===== src/rtl/link_stage_pkg.sv =====
// Shared stage/role definitions for the Sudoku game-stage controller.
// The VGA, LED, timer and solver blocks import these same codes so that the
// stage value driven by multi_peer_link_stage is decoded consistently.
//   stage_e     : 3-bit stage code carried on the State bus
//   ROLE_*      : meaning of the status (role) bit
package link_stage_pkg;

    localparam int unsigned STATE_W = 3;

    typedef enum logic [STATE_W-1:0] {
        StIdle       = 3'd0,
        StConnecting = 3'd1,
        StLobby      = 3'd2,
        StPlaying    = 3'd3,
        StWin        = 3'd4,
        StLose       = 3'd5
    } stage_e;

    localparam logic ROLE_MASTER = 1'b0;
    localparam logic ROLE_SLAVE  = 1'b1;

endpackage


===== src/rtl/link_input_sync.sv =====
// Multi-bit flop-chain synchroniser for asynchronous inter-board link lines.
// Ports:
//   clk, rst_n : clock and asynchronous active-low reset (clears every stage)
//   d          : asynchronous input bits
//   q          : bits after STAGES flops
module link_input_sync #(
    parameter int unsigned WIDTH  = 1,
    parameter int unsigned STAGES = 2
) (
    input  logic             clk,
    input  logic             rst_n,
    input  logic [WIDTH-1:0] d,
    output logic [WIDTH-1:0] q
);

    logic [WIDTH-1:0] chain_q [STAGES];

    always_ff @(posedge clk or negedge rst_n) begin
        if (!rst_n) begin
            for (int i = 0; i < STAGES; i++) begin
                chain_q[i] <= '0;
            end
        end else begin
            chain_q[0] <= d;
            for (int i = 1; i < STAGES; i++) begin
                chain_q[i] <= chain_q[i-1];
            end
        end
    end

    assign q = chain_q[STAGES-1];

endmodule


===== src/rtl/multi_peer_link_stage.sv =====
// Game-stage controller and link handshake for NUM_PEERS remote boards.
// Ports:
//   clk, rst_n            : 100 MHz clock, asynchronous active-low reset
//   solo                  : single-board mode, sampled only when leaving IDLE
//   req_connect/start/return : one-cycle click pulses
//   local_finish          : local puzzle solved (level)
//   receive_*             : asynchronous peer lines, one bit per peer
//   send_*                : registered link outputs to the peers
//   game_init             : one-cycle pulse in the first PLAYING cycle
//   status                : role, ROLE_MASTER or ROLE_SLAVE
//   State                 : stage code (stage_e)
//   peers_connected       : synchronised receive_connect
//   link_error            : one-cycle pulse on connect timeout or peer drop
module multi_peer_link_stage
    import link_stage_pkg::*;
#(
    parameter int unsigned NUM_PEERS      = 1,
    parameter int unsigned SYNC_STAGES    = 2,
    parameter int unsigned TIMEOUT_CYCLES = 500_000_000
) (
    input  logic                 clk,
    input  logic                 rst_n,
    input  logic                 solo,
    input  logic                 req_connect,
    input  logic                 req_start,
    input  logic                 req_return,
    input  logic                 local_finish,
    input  logic [NUM_PEERS-1:0] receive_connect,
    input  logic [NUM_PEERS-1:0] receive_start,
    input  logic [NUM_PEERS-1:0] receive_game_finish,
    output logic                 send_connect,
    output logic                 send_start,
    output logic                 send_game_finish,
    output logic                 game_init,
    output logic                 status,
    output logic [STATE_W-1:0]   State,
    output logic [NUM_PEERS-1:0] peers_connected,
    output logic                 link_error
);

    localparam int unsigned CNT_W = (TIMEOUT_CYCLES > 1) ? $clog2(TIMEOUT_CYCLES) : 1;
    localparam logic [CNT_W-1:0] CNT_MAX = CNT_W'(TIMEOUT_CYCLES - 1);

    logic [NUM_PEERS-1:0] rx_connect, rx_start, rx_game_finish;

    link_input_sync #(
        .WIDTH  (3 * NUM_PEERS),
        .STAGES (SYNC_STAGES)
    ) u_sync (
        .clk   (clk),
        .rst_n (rst_n),
        .d     ({receive_game_finish, receive_start, receive_connect}),
        .q     ({rx_game_finish, rx_start, rx_connect})
    );

    stage_e           stage_q, stage_d;
    logic             status_q, status_d;
    logic             solo_q, solo_d;
    logic             send_connect_q, send_connect_d;
    logic             send_start_q, send_start_d;
    logic             send_finish_q, send_finish_d;
    logic             game_init_q, game_init_d;
    logic             link_error_q, link_error_d;
    logic [CNT_W-1:0] cnt_q, cnt_d;

    logic all_conn, any_start, any_finish;
    assign all_conn   = &rx_connect;
    assign any_start  = |rx_start;
    assign any_finish = |rx_game_finish;

    always_comb begin
        stage_d        = stage_q;
        status_d       = status_q;
        solo_d         = solo_q;
        send_connect_d = send_connect_q;
        send_start_d   = send_start_q;
        send_finish_d  = send_finish_q;
        link_error_d   = 1'b0;

        unique case (stage_q)
            StIdle: begin
                if (solo && req_start) begin
                    stage_d  = StPlaying;
                    status_d = ROLE_MASTER;
                    solo_d   = 1'b1;
                end else if (!solo && req_connect) begin
                    stage_d        = StConnecting;
                    // A peer already asserting connect means we answered it: slave.
                    status_d       = |rx_connect;
                    solo_d         = 1'b0;
                    send_connect_d = 1'b1;
                end
            end
            StConnecting: begin
                if (req_return) begin
                    stage_d = StIdle;
                end else if (cnt_q == CNT_MAX) begin
                    stage_d      = StIdle;
                    link_error_d = 1'b1;
                end else if (all_conn) begin
                    stage_d = StLobby;
                end
            end
            StLobby: begin
                if (req_return) begin
                    stage_d = StIdle;
                end else if (!all_conn) begin
                    stage_d      = StIdle;
                    link_error_d = 1'b1;
                end else if (status_q == ROLE_MASTER) begin
                    if (req_start) begin
                        stage_d      = StPlaying;
                        send_start_d = 1'b1;
                    end
                end else if (any_start) begin
                    stage_d = StPlaying;
                end
            end
            StPlaying: begin
                if (req_return) begin
                    stage_d = StIdle;
                end else if (!solo_q && !all_conn) begin
                    stage_d      = StIdle;
                    link_error_d = 1'b1;
                end else if (local_finish &&
                             (solo_q || !any_finish || status_q == ROLE_MASTER)) begin
                    // Simultaneous finish: master wins, slave falls through to LOSE.
                    stage_d       = StWin;
                    send_finish_d = !solo_q;
                end else if (!solo_q && any_finish) begin
                    stage_d = StLose;
                end
            end
            StWin, StLose: begin
                if (req_return) begin
                    stage_d = StIdle;
                end
            end
            default: stage_d = StIdle;
        endcase

        if (stage_d == StIdle) begin
            send_connect_d = 1'b0;
            send_start_d   = 1'b0;
            send_finish_d  = 1'b0;
        end

        game_init_d = (stage_d == StPlaying) && (stage_q != StPlaying);

        // Counts only while in CONNECTING, so it is zero on every entry.
        if (stage_q == StConnecting) begin
            cnt_d = (cnt_q == CNT_MAX) ? cnt_q : cnt_q + CNT_W'(1);
        end else begin
            cnt_d = '0;
        end
    end

    always_ff @(posedge clk or negedge rst_n) begin
        if (!rst_n) begin
            stage_q        <= StIdle;
            status_q       <= ROLE_MASTER;
            solo_q         <= 1'b0;
            send_connect_q <= 1'b0;
            send_start_q   <= 1'b0;
            send_finish_q  <= 1'b0;
            game_init_q    <= 1'b0;
            link_error_q   <= 1'b0;
            cnt_q          <= '0;
        end else begin
            stage_q        <= stage_d;
            status_q       <= status_d;
            solo_q         <= solo_d;
            send_connect_q <= send_connect_d;
            send_start_q   <= send_start_d;
            send_finish_q  <= send_finish_d;
            game_init_q    <= game_init_d;
            link_error_q   <= link_error_d;
            cnt_q          <= cnt_d;
        end
    end

    assign State            = stage_q;
    assign status           = status_q;
    assign send_connect     = send_connect_q;
    assign send_start       = send_start_q;
    assign send_game_finish = send_finish_q;
    assign game_init        = game_init_q;
    assign link_error       = link_error_q;
    assign peers_connected  = rx_connect;

endmodule


===== config.mk =====
export PLATFORM = sky130hd
export DESIGN_NAME = multi_peer_link_stage
export DESIGN_NICKNAME = d
export VERILOG_FILES = /design/src/rtl/link_stage_pkg.sv /design/src/rtl/link_input_sync.sv /design/src/rtl/multi_peer_link_stage.sv
export SDC_FILE = /design/constraint.sdc
export NUM_CORES = 1
export LEC_CHECK = 0
export CAP_MARGIN = 25
export CORE_MARGIN = 3
export CORE_UTILIZATION = 50
export CTS_CLUSTER_SIZE = 12
export DETAILED_ROUTE_END_ITERATION = 7
export PLACE_DENSITY = 0.74
export SLEW_MARGIN = 20
export SYNTH_ARGS = -nofsm -noshare
export SYNTH_HDL_FRONTEND = slang
export SYNTH_HIERARCHICAL = 1
export SYNTH_SLANG_ARGS = --single-unit

===== constraint.sdc =====
create_clock -name clk -period 2.5 [get_ports clk]
set_input_delay 0.5 -clock clk [delete_from_list [all_inputs] [get_ports clk]]
set_output_delay 0.5 -clock clk [all_outputs]
set_load 0.05 [all_outputs]

==> results of run 1 <==
## through the flow
step,area (sq um),cells
final,2648,312
after global routing,2648,312
after CTS,2648,312
after detailed placement,2546,304
after global placement,2546,304
after floorplan,2330,241
## kinds of logic after synthesis
| kind of cell | share of synthesized area (%) |
|---|---|
| AND/OR/NAND/NOR | 27.71 |
| flip-flops | 48.34 |
| AO/OA/AOI/OAI | 10.26 |
| XOR/XNOR | 7.519 |
| buffers and inverters | 3.867 |
| multiplexers | 1.772 |
| adder cells (fa/ha/maj) | 0.5370 |
## path summary, 6_finish.rpt
kind                                            endpoint                         from  slack [ns]
worst max-delay path            send_connect$_DFFE_PN0P_         cnt_q[0]$_DFFE_PN0P_        0.29
worst min-delay path                  status$_DFFE_PN0P_                        rst_n        0.27
worst max register to register  send_connect$_DFFE_PN0P_         cnt_q[0]$_DFFE_PN0P_        0.29
worst min register to register     u_sync/q[1]$_DFF_PN0_  u_sync/chain_q[4]$_DFF_PN0_        0.35
max in group asynchronous           cnt_q[4]$_DFFE_PN0P_                        rst_n        1.85
min in group clk                   u_sync/q[1]$_DFF_PN0_  u_sync/chain_q[4]$_DFF_PN0_        0.35
## final cells by class
class	count	area, sq um
Multi-Input combinational cell	177	1114
Inverter	7	26.28
Clock buffer	7	96.34
Sequential cell	45	1126
Timing Repair Buffer	23	215.2
Clock inverter	1	5.005
Fill cell	380	1767
Tap cell	52	65.06
## critical path: stages (launching register included)
cell	delay [ns]
dfrtp_1	0.40
ha_1	0.25
nand4_2	0.24
nor4_2	0.44
nand2_1	0.24
a211oi_2	0.38
a21oi_1	0.12
## registers in the layout, summed over array words and instances, names as in the netlist
register	flops
cnt_q	29
solo_q	1
link_error	1
status	1
State	3
send_game_finish	1
game_init	1
u_sync/chain_q	3
send_connect	1
u_sync/q	3
send_start	1
## layout by cell type, fill, tap and decap left out, types with 4 or more instances in the layout
cell type and n:
nand2b_1 4, a31oi_1 6, nand4_1 6, xnor2_1 17, nand2_1 14, a21oi_1 15
inv_1 7, nor4_2 6, nor2_1 35, clkbuf_8 7, clkdlybuf4s50_1 18, buf_4 4
and2_1 4, o21ai_0 4, nor3_1 11, dfrtp_1 45, nand3_1 10
## report_power, final
part	internal (mW)	total, mW	switching (mW)
clock network	0.250	0.485	0.235
logic	0.205	0.630	0.425
registers	0.791	0.873	0.0826
## routing by layer
metal	vias to the layer above	global-route usage (%)	routed length (um)
met1	830	29.26	2364
met3	6	3.919	189
met5	-	0	0
met4	0	6.522	73
met2	34	26.28	2024
li1	893	-	-
==> impl_metrics.ini, run 1 <==
[critical_path]
r2r_cells = 6
cp_data_required_time_ns = 2.66
crit_path_end_kind = register
path_max_fanout = 9
arrival_ns = 2.37
path_class = reg -> reg
critPathLaunchType = register

[synthesis]
synth_flop_cell = dfrtp_1
yosysSeqAreaShare_pct = 48.34
yosysMostFrequentCell = dfrtp_1
synth_edf_count = 0
syn_area_per_cell_sq_um = 9.667
ys_ff_latch = 45
async_reset_ff_share_pct = 100.0
synth_cell_types = 47
syn_inst = 241
synth_common_cells = dfrtp_1, nor2_1, xnor2_1, a21oi_1, nand2_1
synth.top_cell.area_share_pct = 48.34
yosys.area.top_type = dfrtp_1
synth_nets = 252
synthTopCellsByArea = dfrtp_1, xnor2_1, nor2_1
synthesis.area_sq_um = 2330
yosys_warnings = 6

[placed_design]
port_buffers = 19
place.gp.congestion = 0.8419
preCtsSetupSlack_ns = 0.3209
dpl.hpwl_um = 3245

[die]
initial_core_util_pct = 52.78
row_count = 24
io_pins = 20
core_area_sq_um = 4414
die_x_um = 74.26
fp.dieH_um = 74.26
die_area_sq_um = 5515

[finish]
num_antenna_cells = 0
final_core_util_pct = 59.98
syn_to_final_growth_pct = 13.64
fin_nets = 270
drive_above_1_share_pct = 10.38

[drt]
firstDrtPassIters = 4
drt-vias-per-instance = 5.651
wirelength_um = 4651
ant_nets = 0
drc_errors = 0
wl_per_cell_um = 14.91
num_vias = 1763
drt_iter0_markers = 111

[power_and_ir_drop]
p_total_mw = 1.988
power_density_nw_per_um2 = 750.9
leakage_nw = 1.040
vdd_drop_max_mv = 0.4306

[timing]
finalHoldViolations = 0
clock_skew_ns = 0.005730
rsz0062_at_grt = false
finalMaxSlewViolations = 0
whs_ns = 0.2690
setup_viol_count_final = 0
setup_ws_ns = 0.2945
fmax_ghz = 0.4534
fin_tns_setup_ns = 0
period_minus_slack_ns = 2.206
min_period_over_period_pct = 88.22
worst_pin_slew_ns = 0.5982
slew_headroom_pct = 60.12

[clocking]
post_cts_buffers = 0
clk_pin_slew_ns = 0.08
clkSinkCount = 45
cts_buffers = 5
clk_path_buf_depth = 2
cts_tree = yes
clock-root-buffer = clkbuf_8
clkLatencyLatePin_ns = 0.30
htreeDepth = 2
cts_resized = 0
ctsHoldBuffers = 0

[grt]
antenna_found_initial = 0
grt_pass1_vias = 1649
grt_overflow = 0
grt_pass1_wl_um = 7983
grt_max_degree = 46
grt_usage_pct = 18.94

[job]
maxCapViolCount = 0

[run_status]
status = complete, no violations

[min_path]
worstHoldPathType = in -> async
Power figures use the tool's default switching activity.
==> inputs of run 2 (changes only) <==
--- a/config.mk
+++ b/config.mk
@@ -11,6 +11,8 @@
 export CTS_CLUSTER_SIZE = 12
 export DETAILED_ROUTE_END_ITERATION = 7
 export PLACE_DENSITY = 0.74
+export RECOVER_POWER = 50
+export SKIP_CTS_REPAIR_TIMING = 1
 export SLEW_MARGIN = 20
 export SYNTH_ARGS = -nofsm -noshare
 export SYNTH_HDL_FRONTEND = slang
==> run 2 against run 1 <==
  * Clock skew unchanged
  * Final cell count unchanged
  * Sequential share of layout area about the same
  * Die area unchanged
  * Non-clock buffer count unchanged
  * Via count unchanged
  * Utilization down 0.057 points
  * Fmax unchanged
  * Routed wire length about the same
  * Total power about the same
  * Critical path type unchanged
==> impl_metrics.ini, run 2 (synthesis gave the netlist of run 1 again) <==
[run_status]
status = complete, no violations

[die]
core_area_sq_um = 4414
io_pins = 20
die_area_sq_um = 5515
die_x_um = 74.26
initial_core_util_pct = 52.78
fp.dieH_um = 74.26
row_count = 24

[placed_design]
port_buffers = 19
dpl.hpwl_um = 3245
preCtsSetupSlack_ns = 0.3209
dpl_cell_area_sq_um = 2546
place.gp.congestion = 0.8419

[grt]
grt_overflow = 0
antenna_found_initial = 0
grt_usage_pct = 18.94
grt_pass1_wl_um = 7983
grt_pass1_vias = 1649
grt_max_degree = 46

[job]
maxCapViolCount = 0

[finish]
fin_nets = 270
design_area_sq_um = 2645
drive_above_1_share_pct = 10.38
multiInputGateArea_sq_um = 1114
fillCellCount = 381
seqCellArea_sq_um = 1126
final_common_cell = dfrtp_1
largest_register_ffs = 29
regMostFlops = cnt_q
final_cell_mix = dfrtp_1, nor2_1, xnor2_1, a21oi_1, clkdlybuf4s50_1
num_antenna_cells = 0
syn_to_final_growth_pct = 13.53

[drt]
ant_nets = 0
drc_errors = 0
firstDrtPassIters = 4
wirelength_um = 4649
wl_met1_um = 2362
wl_per_cell_um = 14.90
top_layer = met4
num_vias = 1763
drt-vias-per-instance = 5.651
drt_iter0_markers = 111
wl_met3_um = 189
met2WireLength_um = 2023

[clocking]
clkSinkCount = 45
clkLatencyLatePin_ns = 0.30
cts_tree = yes
clk_pin_slew_ns = 0.08
clk_path_buf_depth = 2
cts_buffers = 5
htreeDepth = 2
clock-root-buffer = clkbuf_8

[critical_path]
cp_cell_sequence = ha_1, nand4_2, nor4_2, nand2_1, a211oi_2, a21oi_1
r2r_cells = 6
timing.rr.start = cnt_q[0]$_DFFE_PN0P_
critPathLaunchType = register
cp_data_required_time_ns = 2.66
path_class = reg -> reg
path_max_fanout = 9
r2r_end = send_connect$_DFFE_PN0P_
crit_path_top_delay_cell = nor4_2
slowest_delay_ns = 0.44
reg2reg_setup_slack_ns = 0.29
crit_path_end_kind = register
arrival_ns = 2.37

[timing]
fin_tns_setup_ns = 0
setup_viol_count_final = 0
slew_headroom_pct = 27.95
clock_skew_ns = 0.005730
finalHoldViolations = 0
whs_ns = 0.3512
finalMaxSlewViolations = 0
fmax_ghz = 0.4534
period_minus_slack_ns = 2.206
min_period_over_period_pct = 88.22
setup_ws_ns = 0.2945
worst_pin_slew_ns = 1.081
rsz0062_at_grt = false

[power_and_ir_drop]
power_density_nw_per_um2 = 751.1
vdd_drop_max_mv = 0.4306
leakage_nw = 1.040
p_total_mw = 1.987

[min_path]
worstHoldPathType = reg -> reg
hold_end = u_sync/q[1]$_DFF_PN0_
hold_depth = 0
hold_path.startpoint = u_sync/chain_q[4]$_DFF_PN0_
run 2: cell types whose count changed in the layout (fill, tap and decap cells not counted):
cell             change
dlygate4sd3_1        +3
clkbuf_2             +1
buf_4                -1
clkdlybuf4s50_1      -3
run 2: worst max path at each step:
stage	from	end	slack, ns	depth (start not counted)
after CTS	cnt_q[0]$_DFFE_PN0P_	send_connect$_DFFE_PN0P_	0.30	6
after global routing	cnt_q[0]$_DFFE_PN0P_	send_connect$_DFFE_PN0P_	0.05	6
after global placement	cnt_q[0]$_DFFE_PN0P_	send_start$_DFFE_PN0P_	0.43	6
after detailed placement	cnt_q[0]$_DFFE_PN0P_	send_connect$_DFFE_PN0P_	0.32	6
final	cnt_q[0]$_DFFE_PN0P_	send_connect$_DFFE_PN0P_	0.29	6
after floorplan	cnt_q[0]$_DFFE_PN0P_	send_connect$_DFFE_PN0P_	0.59	6
run 2: worst max-delay path: cells and delay by family, from the launching register on:
kind	cells	cell delay [ns]
AOI/OAI and AO/OA	2	0.50
adders and majority gates	1	0.25
DFF	1	0.40
and+or+nand+nor	3	0.92
run 2: per-stage QoR:
step | cells | utilization [%]
global route | 312 | 59.92
CTS | 312 | 59.98
finish | 312 | 59.92
floorplan | 241 | -
detailed placement | 304 | 57.68
global placement | 304 | 57.68
run 2: area by class of cell:
| type | count | share of cell area, % |
|---|---|---|
| Sequential cell | 45 | 42.57 |
| Timing Repair Buffer | 23 | 8.042 |
| Tap cell | 52 | 2.460 |
| Clock inverter | 1 | 0.1892 |
| Multi-Input combinational cell | 177 | 42.10 |
| Inverter | 7 | 0.9934 |
| Clock buffer | 7 | 3.642 |
run 2: metal layers:
metal  vias to the layer above  GRT usage (%)
met5                         -              0
met4                         0          6.522
li1                        893              -
met3                         6          3.919
met1                       830          29.26
met2                        34          26.28
run 2: where the power goes:
part           switching (mW)  internal (mW)  leakage, nW
registers              0.0826          0.791        0.608
clock network           0.235          0.250       0.0542
logic                   0.425          0.203        0.378
total                   0.743           1.24         1.04
